`config.mk`:
```
export PLATFORM = sky130hd
export DESIGN_NAME = spi_target_shift_reg
export DESIGN_NICKNAME = d
export VERILOG_FILES = /design/src/rtl/spi_target_shift_reg.sv
export SDC_FILE = /design/constraint.sdc
export NUM_CORES = 1
export LEC_CHECK = 0
export CORE_MARGIN = 5
export CORE_UTILIZATION = 54
export CTS_BUF_LIST = sky130_fd_sc_hd__clkbuf_2
export CTS_CLUSTER_DIAMETER = 60
export CTS_CLUSTER_SIZE = 28
export DETAILED_ROUTE_END_ITERATION = 10
export GPL_ROUTABILITY_DRIVEN = 0
export PLACE_DENSITY = 0.82
export SLEW_MARGIN = 20
export SYNTH_ARGS = -nofsm -noshare
export SYNTH_HDL_FRONTEND = slang
export SYNTH_SLANG_ARGS = --single-unit
```
`constraint.sdc`:
```
create_clock -name clk_in -period 2.5 [get_ports clk_in]
set_input_delay 0.25 -clock clk_in [delete_from_list [all_inputs] [get_ports clk_in]]
set_output_delay 0.25 -clock clk_in [all_outputs]
set_load 0.05 [all_outputs]
```
`src/rtl/spi_target_shift_reg.sv`:
```
// spi_target_shift_reg: SPI mode-0 target with oversampled pins, parallel rx word and buffered tx word
module spi_target_shift_reg #(
  parameter int WIDTH = 8,
  parameter logic [WIDTH-1:0] FILL = {WIDTH{1'b1}}
) (
  input  logic             clk_in,
  input  logic             reset_n,
  input  logic             sclk_in,
  input  logic             cs_n_in,
  input  logic             mosi_in,
  output logic             miso_out,
  output logic             miso_oe,
  output logic [WIDTH-1:0] rx_data,
  output logic             rx_valid,
  input  logic [WIDTH-1:0] tx_data,
  input  logic             tx_load,
  output logic             tx_ready,
  output logic             tx_underrun
);
  localparam int CW = (WIDTH > 2) ? $clog2(WIDTH) : 1;
  localparam logic [CW-1:0] LAST = CW'(WIDTH - 1);
  typedef enum logic [1:0] {IDLE, LOAD, SHIFT} state_t;
  state_t state, state_nxt;
  logic [2:0] sclk_q, cs_q;
  logic [1:0] mosi_q;
  logic [CW-1:0] bit_cnt;
  logic [WIDTH-2:0] rx_shift;
  logic [WIDTH-1:0] tx_shift, tx_buf, rx_word;
  logic tx_pending, reload_pend;
  logic sclk_rise, sclk_fall, cs_rise, cs_fall, mosi_s, sel;
  logic xfer, shl, rx_take, abort, word_done;
  // [0],[1] are the two sync stages, [2] is the edge-detect history
  always_ff @(posedge clk_in or negedge reset_n)
    if (!reset_n) begin
      sclk_q <= 3'b000;
      cs_q   <= 3'b111;
      mosi_q <= 2'b00;
    end else begin
      sclk_q <= {sclk_q[1:0], sclk_in};
      cs_q   <= {cs_q[1:0], cs_n_in};
      mosi_q <= {mosi_q[0], mosi_in};
    end
  assign sclk_rise = sclk_q[1] & ~sclk_q[2];
  assign sclk_fall = ~sclk_q[1] & sclk_q[2];
  assign cs_rise   = cs_q[1] & ~cs_q[2];
  assign cs_fall   = ~cs_q[1] & cs_q[2];
  assign mosi_s    = mosi_q[1];
  assign sel       = ~cs_q[1];
  assign miso_oe   = sel;
  assign miso_out  = sel & tx_shift[WIDTH-1];
  assign tx_ready  = ~tx_pending;
  assign rx_word   = {rx_shift, mosi_s};
  assign word_done = rx_take && bit_cnt == LAST;
  // state register
  always_ff @(posedge clk_in or negedge reset_n)
    if (!reset_n) state <= IDLE;
    else state <= state_nxt;
  // next state and per-cycle actions; a cs_n rise overrides any sclk edge
  always_comb begin
    state_nxt = state;
    xfer      = 1'b0;
    shl       = 1'b0;
    rx_take   = 1'b0;
    abort     = 1'b0;
    if (cs_rise) begin
      state_nxt = IDLE;
      abort     = 1'b1;
    end else begin
      case (state)
        IDLE: begin
          state_nxt = cs_fall ? LOAD : IDLE;
          xfer      = cs_fall;
        end
        LOAD: state_nxt = SHIFT;
        default: begin
          rx_take = sclk_rise;
          xfer    = sclk_fall & reload_pend;
          shl     = sclk_fall & ~reload_pend;
        end
      endcase
    end
  end
  // datapath: shift registers, word counter, tx buffer handshake, strobes
  always_ff @(posedge clk_in or negedge reset_n)
    if (!reset_n) begin
      bit_cnt     <= '0;
      rx_shift    <= '0;
      rx_data     <= '0;
      rx_valid    <= 1'b0;
      tx_shift    <= '0;
      tx_buf      <= '0;
      tx_pending  <= 1'b0;
      tx_underrun <= 1'b0;
      reload_pend <= 1'b0;
    end else begin
      rx_valid    <= word_done;
      tx_underrun <= xfer & ~tx_pending;
      tx_pending  <= tx_pending ? ~xfer : tx_load;
      if (tx_load && !tx_pending) tx_buf <= tx_data;
      if (xfer) tx_shift <= tx_pending ? tx_buf : FILL;
      else if (shl) tx_shift <= tx_shift << 1;
      if (rx_take) rx_shift <= rx_word[WIDTH-2:0];
      if (word_done) rx_data <= rx_word;
      if (abort || state == IDLE) bit_cnt <= '0;
      else if (rx_take) bit_cnt <= word_done ? '0 : bit_cnt + 1'b1;
      reload_pend <= abort ? 1'b0 : word_done ? 1'b1 : xfer ? 1'b0 : reload_pend;
    end
endmodule
```
==> results_dict.tcl <==
set metrics [dict create \
    run_status "completed" \
    finalCoreUtilization 0.669 \
    number_of_placement_rows 21 \
    holdCritPathClass "in -> reg" \
    critical_path.cell_chain "inv_1 > clkdlybuf4s50_1" \
    floorplan.die_area_um2 4890 \
    insertedDiodeCount 0 \
    first_global_vias 1335 \
    place_ws_ps 564 \
    post_cts.repair.setup_buffers 0 \
    vdd_drop_max_uv 599 \
    leading_cell_type_in_the_layout_fill_and_taps_excluded "dfrtp_1" \
    routed_via_density 5.33 \
    vias 1210 \
    final_setup_tns_ps 0 \
    critical-path-max-stage-delay_ps 810 \
    cp.required_ps 2250 \
    cp-startpoint "tx_pending" \
    yosys_warns 0 \
    use_met2 0.250 \
    grt_first_pass_wirelength_um 6030 \
    power.density_nw_per_um2 816 \
    areaGrowthSynthToFinish_pct 17.9 \
    static-leakage-power_nw 1.08 \
    r2r.worst_path.cells 4 \
    floorplan.initialDensity 0.567 \
    clock_network_latency_to_the_later_pin_of_the_worst_skew_pair_ps 420 \
    yosysSeqAreaShare 0.622 \
    grt.total_usage 0.158 \
    drc 0 \
    final.setup_skew_ps 3.92 \
    drive_gt1_frac 0.221 \
    cts-root-to-sink-buffers 2 \
    netSwitchingPower_w 0.000605 \
    core_area_um2 3420 \
    seqCellArea_um2 1200 \
    ff_to_ff_start "cs_q[2]" \
    cts_max_level 2 \
    post_synth_inst_count 150 \
    layout.filler_cells 250 \
    numCtsBuffers 5 \
    ioPinCount 27 \
    grt-ovfl-total 0 \
    post-dp-hpwl_um 2550 \
    multi_input_comb_area_um2 682 \
    ff2ff_setup_slack_ps 550 \
    clkTransAtPathRegs_ps 210 \
    yosys_register_bits 48 \
    finalSetupViolations 0 \
    highest_fanout_seen_on_the_critical_path 6 \
    worst_setup_path_start_kind "flip-flop" \
    die-height_um 69.9 \
    internal_power_w 0.00126 \
    slew_viol_final 0 \
    finalHoldViolCount 0 \
    global_route.usage.met1 0.184 \
    maxSlewHeadroom 0.577 \
    grt.busiest_layer "met2" \
    tritoncts "done" \
    worstMarginPinSlew_ps 635 \
    drt_pass1_iterations 4 \
    postLayoutSetupSlackWorst_ps 433 \
    power.share.switching 0.325 \
    net_total_in_the_final_layout 196 \
    critPathSlowestCell "clkdlybuf4s50_1" \
    synth_area_per_cell_um2 12.9 \
    syn-cell-area_um2 1940 \
    die_width_um 69.9 \
    r2r-end "rx_data[6]" \
    seqPwrFrac 0.597 \
    route.final.wire_length_um 3450 \
    unrepaired_setup_endpoints_after_global_routing "false" \
    drt_iter0_drc 33 \
    portBuffers 26 \
    grt_antenna_before_repair 0 \
    cts_sinks 48 \
    clock_power_share 0.157 \
    grt_max_degree 49 \
    timing.setup.critical_path_class "reg -> out" \
    fmax_ghz 0.484 \
    cp.arrival_ps 1820 \
    met3_usage 0.0459 \
    period_share 0.827 \
    detail_route.wl_per_cell_um 15.2 \
    maxCapViolations 0 \
    power.share.combinational 0.246 \
    clock-root-buffer "clkbuf_2" \
    whs_ps 216 \
    yosys.cell_types.count 29 \
    setup.worst_path.end_class "output port" \
    mapped_nets 166 \
    drtAntennaViolNets 0 \
    layout.cells.most_common_list "dfrtp_1, clkdlybuf4s50_1, nand2_1" \
    end_point_of_the_critical_path "tx_ready" \
    min_period_ps 2070 \
]
## stage by stage
stage          instances  total power [W]  cell area (um2)
6_report             227          0.00186             2280
5_1_grt              227          0.00198             2280
4_1_cts              227          0.00188             2280
3_5_place_dp         218          0.00159             2230
3_3_place_gp         218          0.00154             2230
2_1_floorplan        150          0.00141             1940
## cells by family (layout without fill, tap and decap cells)
kind of cell    Yosys count  count (layout)  share of synthesized area
compound gates           18              18                     0.0568
simple gates             48              48                      0.133
flops                    48              48                      0.622
fa+ha+maj                 2               2                     0.0129
mux                      23              23                      0.149
buf+inv                  11              42                     0.0265
## synth_stat cells
master | count | area [um2]
nor3_1 | 7 | 35.0
ha_1 | 2 | 25.0
o21ai_0 | 3 | 15.0
buf_6 | 1 | 11.3
a21o_1 | 1 | 7.51
nand2b_2 | 1 | 8.76
buf_2 | 2 | 10.0
dfstp_2 | 3 | 78.8
nor4b_2 | 1 | 15.0
or2_1 | 1 | 6.26
nor2b_1 | 3 | 18.8
mux2_2 | 15 | 169
clkbuf_1 | 3 | 11.3
nor2_1 | 9 | 33.8
nand3_1 | 1 | 5.00
nand3b_1 | 3 | 22.5
a31o_2 | 1 | 8.76
a21oi_1 | 4 | 20.0
mux2_4 | 8 | 120
dfrtp_1 | 45 | 1130
o22ai_1 | 7 | 43.8
or3_1 | 1 | 6.26
nand2_1 | 18 | 67.6
inv_1 | 5 | 18.8
and3b_1 | 1 | 8.76
nand4b_4 | 1 | 23.8
a32oi_1 | 1 | 8.76
and2_1 | 1 | 6.26
a31oi_1 | 1 | 6.26
## flip-flops by register name (all words and copies together) (netlist names), 2 cells and up
signal and count:
bit_cnt 3, rx_data 8, sclk_q 3, rx_shift 7, mosi_q 2, cs_q 3, state 2, tx_buf 8
tx_shift 8
## repair_timing
item | 4_1_cts | 5_1_grt
hold buffers | 1 | 0
setup endpoints to repair | 0 | 0
hold endpoints to repair | 45 | 0
resized for setup | 0 | 0
## area by class of cell
cell class,count,area share
Multi-Input combinational cell,91,0.298
Clock inverter,3,0.00602
Timing Repair Buffer,29,0.124
Inverter,5,0.00821
Tap cell,46,0.0252
Clock buffer,5,0.0110
Sequential cell,48,0.527
## power by group through the flow
stage	combinational [W]	sequential [W]	clock, W
floorplan	0.000327	0.00109	0
global placement	0.000429	0.00111	0
detailed placement	0.000461	0.00113	0
CTS	0.000464	0.00111	0.000303
global route	0.000505	0.00114	0.000331
finish	0.000458	0.00111	0.000292
## worst min-delay path by stage
stage / from / to / cells after the start / slack [ps]
6_report: cs_n_in / cs_q[0] / 1 / 220
5_1_grt: cs_n_in / cs_q[0] / 1 / 190
4_1_cts: cs_n_in / cs_q[0] / 1 / 200
3_5_place_dp: mosi_q[0] / mosi_q[1] / 0 / 330
3_3_place_gp: mosi_q[0] / mosi_q[1] / 0 / 330
2_1_floorplan: reset_n / bit_cnt[0] / 0 / -50
## routing by layer
metal | up-vias | wire length, um
met5 | - | 0
met4 | 0 | 115
met3 | 10 | 175
met2 | 33 | 1700
met1 | 587 | 1460
li1 | 580 | -
## worst max-delay path, delay by kind of cell (launching register included)
family	cells	cell delay [ps]
buffers and inverters	2	920
flip-flops	1	490
Note: power is estimated with default switching activity, not from simulation.
